### src/rtl/game_pkg.sv
// Shared playfield types, defaults and FSM encodings for the projectile pool.
package game_pkg;

    localparam int unsigned DEF_GRID_W  = 16;
    localparam int unsigned DEF_GRID_H  = 16;
    localparam int unsigned DEF_COLOR_W = 12;

    // Width of an index able to hold 0..n-1, never narrower than one bit
    function automatic int unsigned clog2_min1(input int unsigned n);
        return (n > 1) ? $clog2(n) : 1;
    endfunction

    localparam int unsigned DEF_X_W = clog2_min1(DEF_GRID_W);
    localparam int unsigned DEF_Y_W = clog2_min1(DEF_GRID_H);

    typedef logic [DEF_X_W-1:0]     coord_x_t;
    typedef logic [DEF_Y_W-1:0]     coord_y_t;
    typedef logic [DEF_COLOR_W-1:0] color_t;

    typedef enum logic {READY = 1'b0, COOLDOWN = 1'b1} fire_state_e;
    typedef enum logic {IDLE  = 1'b0, FLYING   = 1'b1} slot_state_e;

endpackage

### src/rtl/projectile_slot.sv
// One projectile: spawns at x=0, advances one column per step, retires at the far edge or on kill.
module projectile_slot
    import game_pkg::*;
#(
    parameter  int unsigned GRID_W  = DEF_GRID_W,
    parameter  int unsigned X_W     = clog2_min1(GRID_W),
    parameter  int unsigned Y_W     = DEF_Y_W,
    parameter  int unsigned COLOR_W = DEF_COLOR_W
) (
    input  logic               clk,
    input  logic               rst_n,
    input  logic               i_spawn,
    input  logic               i_step,
    input  logic               i_kill,
    input  logic [Y_W-1:0]     i_y,
    input  logic [COLOR_W-1:0] i_color,
    output logic               o_valid,
    output logic               o_valid_nxt_c,
    output logic [X_W-1:0]     o_x,
    output logic [Y_W-1:0]     o_y,
    output logic [COLOR_W-1:0] o_color
);

    localparam logic [0:0]     S_IDLE   = 1'(IDLE);
    localparam logic [0:0]     S_FLYING = 1'(FLYING);
    localparam logic [X_W-1:0] X_LAST   = X_W'(GRID_W - 1);

    logic [0:0]         r_state, w_state_nxt;
    logic [X_W-1:0]     r_x, w_x_nxt;
    logic [Y_W-1:0]     r_y, w_y_nxt;
    logic [COLOR_W-1:0] r_color, w_color_nxt;

    always_ff @(posedge clk or negedge rst_n) begin
        if (!rst_n) begin
            r_state <= S_IDLE;
            r_x     <= '0;
            r_y     <= '0;
            r_color <= '0;
        end else begin
            r_state <= w_state_nxt;
            r_x     <= w_x_nxt;
            r_y     <= w_y_nxt;
            r_color <= w_color_nxt;
        end
    end

    // Kill has priority over step; a retired slot keeps its last position and colour
    always_comb begin
        w_state_nxt = r_state;
        w_x_nxt     = r_x;
        w_y_nxt     = r_y;
        w_color_nxt = r_color;
        case (r_state)
            S_IDLE: begin
                if (i_spawn) begin
                    w_state_nxt = S_FLYING;
                    w_x_nxt     = '0;
                    w_y_nxt     = i_y;
                    w_color_nxt = i_color;
                end
            end
            S_FLYING: begin
                if (i_kill) begin
                    w_state_nxt = S_IDLE;
                end else if (i_step) begin
                    if (r_x == X_LAST) w_state_nxt = S_IDLE;
                    else               w_x_nxt     = r_x + X_W'(1);
                end
            end
        endcase
    end

    assign o_valid       = (r_state == S_FLYING);
    assign o_valid_nxt_c = (w_state_nxt == S_FLYING);
    assign o_x           = r_x;
    assign o_y           = r_y;
    assign o_color       = r_color;

endmodule

### src/rtl/projectile_pool.sv
// Pool of NUM_SLOTS projectiles with fire edge detection and step-based cooldown.
// Optional PROJECTILE_STATS_EN adds saturating shots_fired / shots_dropped counters.
module projectile_pool
    import game_pkg::*;
#(
    parameter  int unsigned NUM_SLOTS      = 4,
    parameter  int unsigned GRID_W         = DEF_GRID_W,
    parameter  int unsigned GRID_H         = DEF_GRID_H,
    parameter  int unsigned COLOR_W        = DEF_COLOR_W,
    parameter  int unsigned COOLDOWN_STEPS = 2,
    localparam int unsigned X_W            = clog2_min1(GRID_W),
    localparam int unsigned Y_W            = clog2_min1(GRID_H),
    localparam int unsigned S_W            = clog2_min1(NUM_SLOTS)
) (
    input  logic                         clk,
    input  logic                         rst,
    input  logic                         step,
    input  logic                         fire,
    input  logic [Y_W-1:0]               fire_y,
    input  logic [COLOR_W-1:0]           fire_color,
    input  logic                         kill_valid,
    input  logic [S_W-1:0]               kill_slot,
    output logic [NUM_SLOTS-1:0]         slot_valid,
    output logic [NUM_SLOTS*X_W-1:0]     slot_x,
    output logic [NUM_SLOTS*Y_W-1:0]     slot_y,
    output logic [NUM_SLOTS*COLOR_W-1:0] slot_color,
    output logic                         fire_accept,
    output logic                         fire_drop,
    output logic                         pool_full
`ifdef PROJECTILE_STATS_EN
    ,
    output logic [7:0]                   shots_fired,
    output logic [7:0]                   shots_dropped
`endif
);

    localparam int unsigned CD_W       = clog2_min1(COOLDOWN_STEPS + 1);
    localparam logic [0:0]  S_READY    = 1'(READY);
    localparam logic [0:0]  S_COOLDOWN = 1'(COOLDOWN);

    logic                 r_fire_q;
    logic [0:0]           r_state, w_state_nxt;
    logic [CD_W-1:0]      r_cnt, w_cnt_nxt;
    logic                 r_accept, r_drop, r_pool_full;
    logic                 w_accept_nxt, w_drop_nxt, w_spawn, w_edge;
    logic                 w_free_found;
    logic [S_W-1:0]       w_free_idx;
    logic [NUM_SLOTS-1:0] w_valid, w_valid_nxt, w_spawn_vec, w_kill_vec;

    assign w_edge = fire & ~r_fire_q;

    // Lowest-index free slot, taken from the current registered valid flags
    always_comb begin
        w_free_found = 1'b0;
        w_free_idx   = '0;
        for (int i = NUM_SLOTS - 1; i >= 0; i--) begin
            if (!w_valid[i]) begin
                w_free_found = 1'b1;
                w_free_idx   = S_W'(i);
            end
        end
    end

    always_comb begin
        w_state_nxt  = r_state;
        w_cnt_nxt    = r_cnt;
        w_spawn      = 1'b0;
        w_accept_nxt = 1'b0;
        w_drop_nxt   = 1'b0;
        case (r_state)
            S_READY: begin
                if (w_edge) begin
                    if (w_free_found) begin
                        w_spawn      = 1'b1;
                        w_accept_nxt = 1'b1;
                        if (COOLDOWN_STEPS > 0) begin
                            w_state_nxt = S_COOLDOWN;
                            w_cnt_nxt   = CD_W'(COOLDOWN_STEPS);
                        end
                    end else begin
                        w_drop_nxt = 1'b1;
                    end
                end
            end
            S_COOLDOWN: begin
                w_drop_nxt = w_edge;
                if (step) begin
                    if (r_cnt <= CD_W'(1)) begin
                        w_state_nxt = S_READY;
                        w_cnt_nxt   = '0;
                    end else begin
                        w_cnt_nxt = r_cnt - CD_W'(1);
                    end
                end
            end
        endcase
    end

    always_ff @(posedge clk or negedge rst) begin
        if (!rst) begin
            r_fire_q    <= 1'b0;
            r_state     <= S_READY;
            r_cnt       <= '0;
            r_accept    <= 1'b0;
            r_drop      <= 1'b0;
            r_pool_full <= 1'b0;
        end else begin
            r_fire_q    <= fire;
            r_state     <= w_state_nxt;
            r_cnt       <= w_cnt_nxt;
            r_accept    <= w_accept_nxt;
            r_drop      <= w_drop_nxt;
            r_pool_full <= &w_valid_nxt;
        end
    end

    for (genvar i = 0; i < NUM_SLOTS; i++) begin : g_slot
        assign w_spawn_vec[i] = w_spawn && (w_free_idx == S_W'(i));
        assign w_kill_vec[i]  = kill_valid && (32'(kill_slot) == 32'(i));

        projectile_slot #(
            .GRID_W  (GRID_W),
            .X_W     (X_W),
            .Y_W     (Y_W),
            .COLOR_W (COLOR_W)
        ) u_slot (
            .clk           (clk),
            .rst_n         (rst),
            .i_spawn       (w_spawn_vec[i]),
            .i_step        (step),
            .i_kill        (w_kill_vec[i]),
            .i_y           (fire_y),
            .i_color       (fire_color),
            .o_valid       (w_valid[i]),
            .o_valid_nxt_c (w_valid_nxt[i]),
            .o_x           (slot_x[i*X_W +: X_W]),
            .o_y           (slot_y[i*Y_W +: Y_W]),
            .o_color       (slot_color[i*COLOR_W +: COLOR_W])
        );
    end

    assign slot_valid  = w_valid;
    assign fire_accept = r_accept;
    assign fire_drop   = r_drop;
    assign pool_full   = r_pool_full;

`ifdef PROJECTILE_STATS_EN
    logic [7:0] r_shots_fired, r_shots_dropped;

    always_ff @(posedge clk or negedge rst) begin
        if (!rst) begin
            r_shots_fired   <= '0;
            r_shots_dropped <= '0;
        end else begin
            if (w_accept_nxt && (r_shots_fired != 8'hFF))
                r_shots_fired <= r_shots_fired + 8'd1;
            if (w_drop_nxt && (r_shots_dropped != 8'hFF))
                r_shots_dropped <= r_shots_dropped + 8'd1;
        end
    end

    assign shots_fired   = r_shots_fired;
    assign shots_dropped = r_shots_dropped;
`endif

endmodule

### config.mk
export PLATFORM = sky130hd
export DESIGN_NAME = projectile_pool
export DESIGN_NICKNAME = d
export VERILOG_FILES = /design/src/rtl/game_pkg.sv /design/src/rtl/projectile_slot.sv /design/src/rtl/projectile_pool.sv
export SDC_FILE = /design/constraint.sdc
export NUM_CORES = 1
export LEC_CHECK = 0
export CORE_MARGIN = 3
export CORE_UTILIZATION = 43
export CTS_CLUSTER_SIZE = 24
export DETAILED_ROUTE_END_ITERATION = 10
export HOLD_SLACK_MARGIN = 0.06
export PLACE_DENSITY = 0.84
export SYNTH_ARGS = -nofsm -noshare
export SYNTH_HDL_FRONTEND = slang
export SYNTH_SLANG_ARGS = --single-unit
export TNS_END_PERCENT = 10
### constraint.sdc
create_clock -name clk -period 2.13 [get_ports clk]
set_clock_uncertainty 0.05 [all_clocks]
set_input_delay 0.426 -clock clk [delete_from_list [all_inputs] [get_ports clk]]
set_output_delay 0.426 -clock clk [all_outputs]
set_load 0.01 [all_outputs]
==> results of run 1 <==
## power by group through the flow
stage	Sequential [mW]	Combinational (mW)	Clock, mW
2_1_floorplan	3.29	1.17	0
3_3_place_gp	3.06	3.22	0
3_5_place_dp	3.11	3.33	0
4_1_cts	3.08	3.34	1.09
5_1_grt	3.18	3.58	1.16
6_report	3.07	3.31	1.06
## cells in the mapped netlist (all sizes together), types with 2 or more instances
master / n
dfrtp: 91
nand2: 61
mux2: 51
nand3: 16
buf: 13
a21oi: 7
o21ai: 7
nor2: 6
nor3: 6
a22o: 5
a31o: 4
clkbuf: 4
ha: 4
mux2i: 4
and4: 3
inv: 3
nor3b: 3
nor4b: 3
o21a: 3
or3b: 3
a31oi: 2
a41oi: 2
and3: 2
and4b: 2
nand2b: 2
nand4: 2
nor2b: 2
## placed cells by master (no fill, tap or decap), drive strengths merged, types with 3 or more instances in the layout
cell           synthesis  routed
nand3                 16      16
nor3                   6       6
clkdlybuf4s50          0     108
nor4b                  3       3
o21a                   3       3
or3b                   3       3
inv                    3       6
nor2                   6       6
clkbuf                 4      10
buf                   13      23
mux2                  51      51
and4                   3       3
mux2i                  4       4
nor3b                  3       3
a21oi                  7       7
a22o                   5       5
ha                     4       4
dfrtp                 91      91
o21ai                  7       7
nand2                 61      61
a31o                   4       4
## flip-flops by register name, summed over array words and instances (netlist names)
signal and count:
r_cnt 2, r_fire_q 1, g_slot.u_slot.o_y 16, g_slot.u_slot.o_color 48, r_state 1, g_slot.u_slot.o_x 16
fire_drop 1, pool_full 1, fire_accept 1, g_slot.u_slot.o_valid 4
## worst paths after layout
check	endpoint	slack, ns	startpoint	cells past startpoint
worst min register to register	g_slot[1].u_slot.o_color[9]	0.45	g_slot[1].u_slot.o_color[9]	2
min in group asynchronous	g_slot[2].u_slot.o_color[2]	0.58	rst	2
worst min-delay path	g_slot[1].u_slot.o_color[9]	0.45	g_slot[1].u_slot.o_color[9]	2
worst max register to register	g_slot[2].u_slot.o_x[0]	0.19	r_fire_q	6
worst max-delay path	g_slot[2].u_slot.o_x[0]	0.08	fire	7
max in group asynchronous	g_slot[1].u_slot.o_x[2]	0.79	rst	3
## cells by family (layout without fill, tap and decap cells)
| kind of cell | count (synthesis) | count (layout) | share of synthesized area [%] |
|---|---|---|---|
| mux | 55 | 55 | 15.7 |
| xor+xnor | 1 | 1 | 0.224 |
| compound gates | 34 | 34 | 5.99 |
| simple gates | 116 | 116 | 15.3 |
| flops | 91 | 91 | 58.3 |
| buf+inv | 20 | 151 | 3.20 |
| fa+ha+maj | 4 | 4 | 1.28 |
## repair_timing
item                       CTS  global route
hold endpoints to repair    43             0
hold buffers                 1             0
gates resized for setup      0             2
setup endpoints to repair    0            16
## layout make-up
| type | instances | area [um2] | share of cell area, % |
|---|---|---|---|
| clock buffer | 10 | 128 | 2.36 |
| timing repair buffer | 132 | 1300 | 24.0 |
| multi-input combinational | 210 | 1520 | 28.0 |
| sequential | 91 | 2280 | 42.1 |
| inverter | 3 | 11.3 | 0.208 |
| clock inverter | 6 | 47.5 | 0.878 |
| tap | 108 | 135 | 2.49 |
## routing by layer
layer,wire length [um],up-vias,track usage [%]
li1,-,1389,-
met2,4890,90,32.8
met1,3930,1527,24.3
met4,124,0,5.52
met3,654,11,6.27
met5,0,-,0
## worst reg2reg max path, delay by kind of cell, from the launching register on
kind / cells / cell delay [ns]
simple gates: 2 / 0.63
buf+inv: 2 / 0.34
flops: 1 / 0.44
compound gates: 2 / 0.39
==> results.tsv, run 1 <==
metric	value	unit
Tcrit/Tclk final	96.2	%
top post-synthesis cells by area	dfrtp_1 58%, mux2_2 15%, nand2_1 5.9%, nand3_1 2.0%, ha_1 1.3%	
worst vdd rail ir drop	0.791	mV
routed len/inst	17.1	um
CTS tree	done	
Longest Clk Path Bufs	2	
Detailed Routing Iterations Pass 1	4	
switching pwr	2.52	mW
largest net degree at the start of global routing	49	
Worst Setup End Kind	flip-flop	
Die Ht	101	um
Leak	2.41	nW
setup violators final	0	
Critical Path RT	2.33	ns
CTS sink cnt	91	
Post-Syn Area	0.00391	mm2
Antenna diodes	0	
type of origin of the critical path	input port	
Inserted Clock Buffers	9	
sw frac	33.8	%
P per Cell Area	1370	mW/mm2
HP Class	flip-flop to flip-flop	
GRT Overall Usage	19.5	%
Top FF cell, synth	dfrtp_1	
P_int	4.92	mW
Die Area	0.0103	mm2
GP Congestion	0.876	
FP Rows	34	
number of I/O pins	110	
total power	7.44	mW
YS warnings	0	
Setup Buffers After CTS	0	
dpl cells	543	
ratio of cells with drive above 1 in the final layout	22.1	%
achievable frequency	488	MHz
register area share after synthesis	58.3	%
Die W	101	um
vias in the first global route	3120	
initial antenna violation count	0	
total grt overflow	0	
Remaining DRCs	0	
later-pin clock latency in the skew report	0.35	ns
pre-CTS WS	-0.376	ns
worst hold margin	0.448	ns
Syn-to-layout area delta	38.6	%
combinational power share	44.5	%
Rel. slew slack	62.1	%
Period minus WS final	2.05	ns
Reg power frac	41.3	%
Area after DPL	0.00523	mm2
slew of the pin with the lowest slew margin	0.569	ns
Starting Density	44.6	%
FFs w/ async S/R, synth	100	%
Mapped Cells	321	
Final WS setup	0.0812	ns
fin util	61.8	%
final hold vios	0	
Post-Syn Area per Cell	12.2	um2
DRT iter0 DRCs	85	
CP max FO	5	
Netlist cell types	44	
Routed WL	9600	um
CP bufs+invs	3	
Yosys top cell area share	58.3	%
core area	0.00876	mm2
input/output buffers	109	
H-tree levels	3	
first-pass GRT wire length	15800	um
total number of vias	3017	
Slew Viols, Final	0	
Critical-path top delay cell	clkdlybuf4s50_1	
CP Class	input port to flip-flop	
Worst EP arrival	2.25	ns
Fin Setup TNS	0	ns
RSZ-0062 raised after global routing	no	
status	completed	
FILL cells	712	
register bit total from synthesis	91	
crit-path cells	clkdlybuf4s50_1 > or3b_4 > buf_4 > nor3_1 > buf_4 > o21ai_0 > a22o_1	
Cell Count, Final, Fillers Out	560	
DP HPWL	7160	um
cell repeated most along the worst path	buf_4	
CTS clk-pin slew, worst paths	0.10	ns
fin nets	474	
Clock power frac	14.3	%
Crit path largest cell delay	0.48	ns
delay-heaviest family, CP	buffers and inverters	
Synth Net Count	348	
Post-synth EDFFs	0	
Synth area leader	dfrtp_1	
post-route cell area	0.00542	mm2
antenna viol nets, final	0	
root buf cell	clkbuf_8	
Via density	5.39	
Max Cap Viol	0	
Power figures use the tool's default switching activity.
==> run 2, diff against run 1 <==
Settings changed: CORE_UTILIZATION 43 to 48, PLACE_DENSITY 0.84 to 0.88.
Clock period 2.13 ns to 2.1 ns, I/O delays scaled along.
==> run 2 against run 1 <==
Net effect:
- routed wire length up 1.4%
- worst setup slack worse by 0.0068 ns
- largest cell class unchanged
- clock power up 11%
- cell area about the same
- critical endpoint is now g_slot[1].u_slot.o_color[2]
- largest power group unchanged
- hold slack worse by 0.013 ns
- utilization up 7.6 points
==> results.tsv, run 2 (synthesis gave the netlist of run 1 again) <==
metric	value	unit
status	completed	
Leak	2.41	nW
input/output buffers	109	
final hold vios	0	
Multi-input gate area	0.00152	mm2
Antenna diodes	0	
hold path depth	2	
total number of vias	3036	
P per Cell Area	1410	mW/mm2
Routed WL	9730	um
CTS sink cnt	91	
Starting Density	50.0	%
CP max FO	10	
Largest register FFs	48	
Slew Viols, Final	0	
most crowded layer after global routing	met2	
Crit path largest cell delay	0.56	ns
DP HPWL	7050	um
grt met3 use	7.90	%
Die W	96.2	um
worst hold margin	0.435	ns
fin nets	473	
DRT iter0 DRCs	98	
Crit Reg-Reg Startpoint	r_fire_q	
RSZ-0062 raised after global routing	no	
R2R Setup Slk	0.18	ns
routed len/inst	17.6	um
GP Congestion	0.788	
HP Class	flip-flop to flip-flop	
FILL cells	569	
CTS tree	done	
type of origin of the critical path	input port	
CP bufs+invs	2	
CTS clk-pin slew, worst paths	0.09	ns
Register Area	0.00228	mm2
worst vdd rail ir drop	0.878	mV
total grt overflow	0	
Cell Count, Final, Fillers Out	553	
commonest non-fill, non-tap cells in the layout	108 x clkdlybuf4s50_1, 89 x dfrtp_1, 61 x nand2_1	
Rel. slew slack	61.3	%
Critical Path RT	2.30	ns
FP Rows	32	
achievable frequency	494	MHz
core area	0.00781	mm2
HP Start	g_slot[1].u_slot.o_color[6]	
Die Area	0.00926	mm2
Tcrit/Tclk final	96.5	%
Longest Clk Path Bufs	2	
initial antenna violation count	0	
Detailed Routing Iterations Pass 1	4	
commonest non-fill, non-tap cell in the layout	clkdlybuf4s50_1	
H-tree levels	3	
Inserted Clock Buffers	9	
Area after DPL	0.00521	mm2
Remaining DRCs	0	
antenna viol nets, final	0	
met1 Track Usage GR	28.3	%
dpl cells	536	
delay-heaviest family, CP	simple AND/OR/NAND/NOR gates	
first-pass GRT wire length	15900	um
CP Class	input port to flip-flop	
Die Ht	96.2	um
post-route cell area	0.00542	mm2
Worst EP arrival	2.23	ns
Worst R2R Path Depth	5	
largest net degree at the start of global routing	43	
Via density	5.49	
later-pin clock latency in the skew report	0.35	ns
ratio of cells with drive above 1 in the final layout	22.2	%
Worst Setup End Kind	flip-flop	
reg2reg end	g_slot[1].u_slot.o_color[2]	
slew of the pin with the lowest slew margin	0.581	ns
GRT Overall Usage	22.7	%
met2 Use GR	36.2	%
hold path endpoint	g_slot[1].u_slot.o_color[6]	
Setup Buffers After CTS	0	
Syn-to-layout area delta	38.7	%
crit-path cells	clkdlybuf4s50_1 > or3b_4 > or3b_2 > buf_4 > nand2_1 > nand2_1	
root buf cell	clkbuf_8	
fin util	69.4	%
cell repeated most along the worst path	nand2_1	
Critical-path top delay cell	or3b_2	
number of I/O pins	110	
setup violators final	0	
Max Cap Viol	0	
Period minus WS final	2.03	ns
vias in the first global route	3262	
[run 2: what timing repair did]
action | 4_1_cts | 5_1_grt
endpoints found under the setup margin | 0 | 14
endpoints found under the hold margin | 40 | 0
hold buffers | 1 | 0
resized for setup | 0 | 3
[run 2: layout make-up]
cell class | instances | area share, %
clock buffers | 10 | 2.35
clock inverters | 6 | 1.20
inverters | 3 | 0.208
multi-input cells | 210 | 28.0
flip-flops and latches | 91 | 42.0
well taps | 102 | 2.35
repair buffers | 131 | 23.9
[run 2: worst max path at each step]
stage,start,to,cells after the start
2_1_floorplan,r_state,g_slot[3].u_slot.o_color[0],5
3_3_place_gp,fire,g_slot[1].u_slot.o_color[6],6
3_5_place_dp,fire,g_slot[1].u_slot.o_color[7],6
4_1_cts,g_slot[2].u_slot.o_valid,slot_valid[2],1
5_1_grt,g_slot[0].u_slot.o_valid,slot_valid[0],2
6_report,fire,g_slot[1].u_slot.o_color[2],6
[run 2: report_power, final]
group	internal [mW]	switching (mW)	leakage, nW
Combinational	2.03	1.37	1.16
Clock	0.553	0.626	0.0966
Sequential	2.52	0.568	1.15
Total	5.10	2.56	2.41
[run 2: per-layer routing]
layer | wire length, um | share of wire [%]
met3 | 743 | 7.6
met4 | 165 | 1.7
met1 | 4000 | 41
met5 | 0 | 0
met2 | 4830 | 50
[run 2: through the flow]
step           total power, mW  TNS [ns]  setup WS (ns)
6_report                  7.66         0         0.0744
5_1_grt                   8.15         0         0.0162
4_1_cts                   7.72         0        0.00965
3_5_place_dp              6.52    -16.95         -0.320
3_3_place_gp              6.36    -15.95         -0.290
2_1_floorplan             4.52         0         0.0136
[run 2: worst min-delay path, cell delays in order, from the launching register on]
cell and delay [ns]:
dfrtp_1 0.35, nand2_1 0.05, nand2_1 0.05
==> run 3, diff against run 2 <==
Settings changed: CORE_ASPECT_RATIO set to 0.6, TNS_END_PERCENT 10 to 30.
==> run 3 against run 2 <==
Net effect:
- flip-flop and latch count unchanged
- first-iteration DRC count increased to 2.6 times the previous value
- final cell count decreased by 0.36%
- count of clock-buffer cells in the layout unchanged
- combinational power about the same
- cell area increased by 2.1%
- sequential share of layout area decreased by 0.88 points
- clock power increased by 45%
- utilization increased by 3.7 points
- sequential power increased by 1%
- fmax increased by 0.38%
- die area increased by 0.39%
- highest routed layer unchanged
==> results.tsv, run 3 (synthesis gave the netlist of run 1 again) <==
metric	value	unit
final hold vios	0	
worst vdd rail ir drop	0.923	mV
Period minus WS final	2.02	ns
fin nets	469	
type of origin of the critical path	input port	
fin util	73.1	%
root buf cell	clkbuf_16	
CP Class	input port to flip-flop	
Crit Reg-Reg Startpoint	r_fire_q	
Final WS setup	0.0821	ns
FILL cells	501	
CP startpoint	fire	
HP Class	input port to async pin	
FP Rows	24	
Via density	5.54	
initial antenna violation count	0	
Die W	122	um
antenna viol nets, final	0	
P per Cell Area	1480	mW/mm2
Worst EP arrival	2.19	ns
commonest non-fill, non-tap cell in the layout	clkdlybuf4s50_1	
Rel. slew slack	68.4	%
DRT iter0 DRCs	257	
Cell Count, Final, Fillers Out	551	
Worst R2R Path Depth	5	
Register Area	0.00228	mm2
largest net degree at the start of global routing	92	
dpl cells	535	
Tcrit/Tclk final	96.1	%
slew of the pin with the lowest slew margin	0.474	ns
Slew Viols, Final	0	
pre-CTS WS	-0.398	ns
Area after DPL	0.00521	mm2
total number of vias	3051	
Die Area	0.00930	mm2
GRT Overall Usage	22.7	%
Routed WL	9770	um
DP HPWL	6940	um
CTS clk-pin slew, worst paths	0.06	ns
H-tree levels	3	
Multi-input gate area	0.00152	mm2
Max Cap Viol	0	
Die Ht	75.9	um
total grt overflow	0	
Largest register FFs	48	
GP Congestion	0.850	
Inserted Clock Buffers	9	
Leak	2.46	nW
later-pin clock latency in the skew report	0.34	ns
CP max FO	16	
achievable frequency	496	MHz
Critical Path RT	2.27	ns
R2R Setup Slk	0.20	ns
Detailed Routing Iterations Pass 1	4	
number of I/O pins	110	
core area	0.00757	mm2
Remaining DRCs	0	
Syn-to-layout area delta	41.6	%
Longest Clk Path Bufs	2	
reg2reg end	g_slot[1].u_slot.o_color[9]	
commonest non-fill, non-tap cells in the layout	108 x clkdlybuf4s50_1, 90 x dfrtp_1, 61 x nand2_1	
Antenna diodes	0	
Starting Density	51.6	%
post-route cell area	0.00553	mm2
CTS tree	done	
RSZ-0062 raised after global routing	no	
vias in the first global route	3010	
ratio of cells with drive above 1 in the final layout	21.5	%
CTS sink cnt	91	
status	completed	
routed len/inst	17.7	um
Worst Setup End Kind	flip-flop	
first-pass GRT wire length	15700	um
input/output buffers	109	
setup violators final	0	
run 3: cell types whose count changed in the layout (fill, tap and decap cells not counted), sizes merged:
cell,delta
clkinvlp,+1
clkinv,-2
dlygate4sd3,-1
buf,-3
bufinv,+1
run 3: worst max path at each step:
stage | end | slack [ns] | depth (start not counted)
after floorplan | g_slot[3].u_slot.o_color[0] | 0.01 | 5
after global placement | g_slot[1].u_slot.o_x[0] | -0.39 | 6
after detailed placement | g_slot[1].u_slot.o_x[0] | -0.40 | 6
after CTS | slot_valid[2] | 0.02 | 1
after global routing | g_slot[1].u_slot.o_color[9] | 0.03 | 6
final | g_slot[1].u_slot.o_color[9] | 0.08 | 6
run 3: report_power, final:
| part | internal, mW | switching (mW) |
|---|---|---|
| clock | 1.04 | 0.666 |
| combinational | 2.04 | 1.33 |
| sequential | 2.52 | 0.598 |
run 3: layout make-up:
class | instances | share of cell area (%)
timing repair buffer | 127 | 23.0
inverter | 3 | 0.203
tap | 104 | 2.35
sequential | 91 | 41.2
clock buffer | 10 | 4.14
clock inverter | 6 | 1.61
multi-input combinational | 210 | 27.5
run 3: stage by stage:
stage                     power (mW)  hold slack [ns]  setup TNS (ns)
final                           8.20           0.0580               0
after CTS                       8.26           0.0854               0
after detailed placement        6.50            0.415          -16.49
after floorplan                 4.52           0.0744               0
after global routing            8.70           0.0818               0
after global placement          6.35            0.407          -15.30
run 3: layer usage:
layer  up-vias  GRT usage (%)  part of all wire [%]
met2       121           35.9                    46
met4         0           7.32                  0.84
met3         8           9.20                   9.2
met5         -              0                     0
li1       1384              -                     -
met1      1538           29.2                    44
run 3: timing repair:
item	in CTS	in global routing
gates resized for setup	1	2
buffers inserted	0	0
hold buffers	0	0
pin swaps	0	0
gates cloned	0	0
setup endpoints to repair	2	13
run 3: worst max-delay path: stages:
cell and delay, ns:
clkdlybuf4s50_1 0.47, or3b_4 0.42, or3b_2 0.55, buf_12 0.18, nand2_1 0.07, nand2_1 0.06
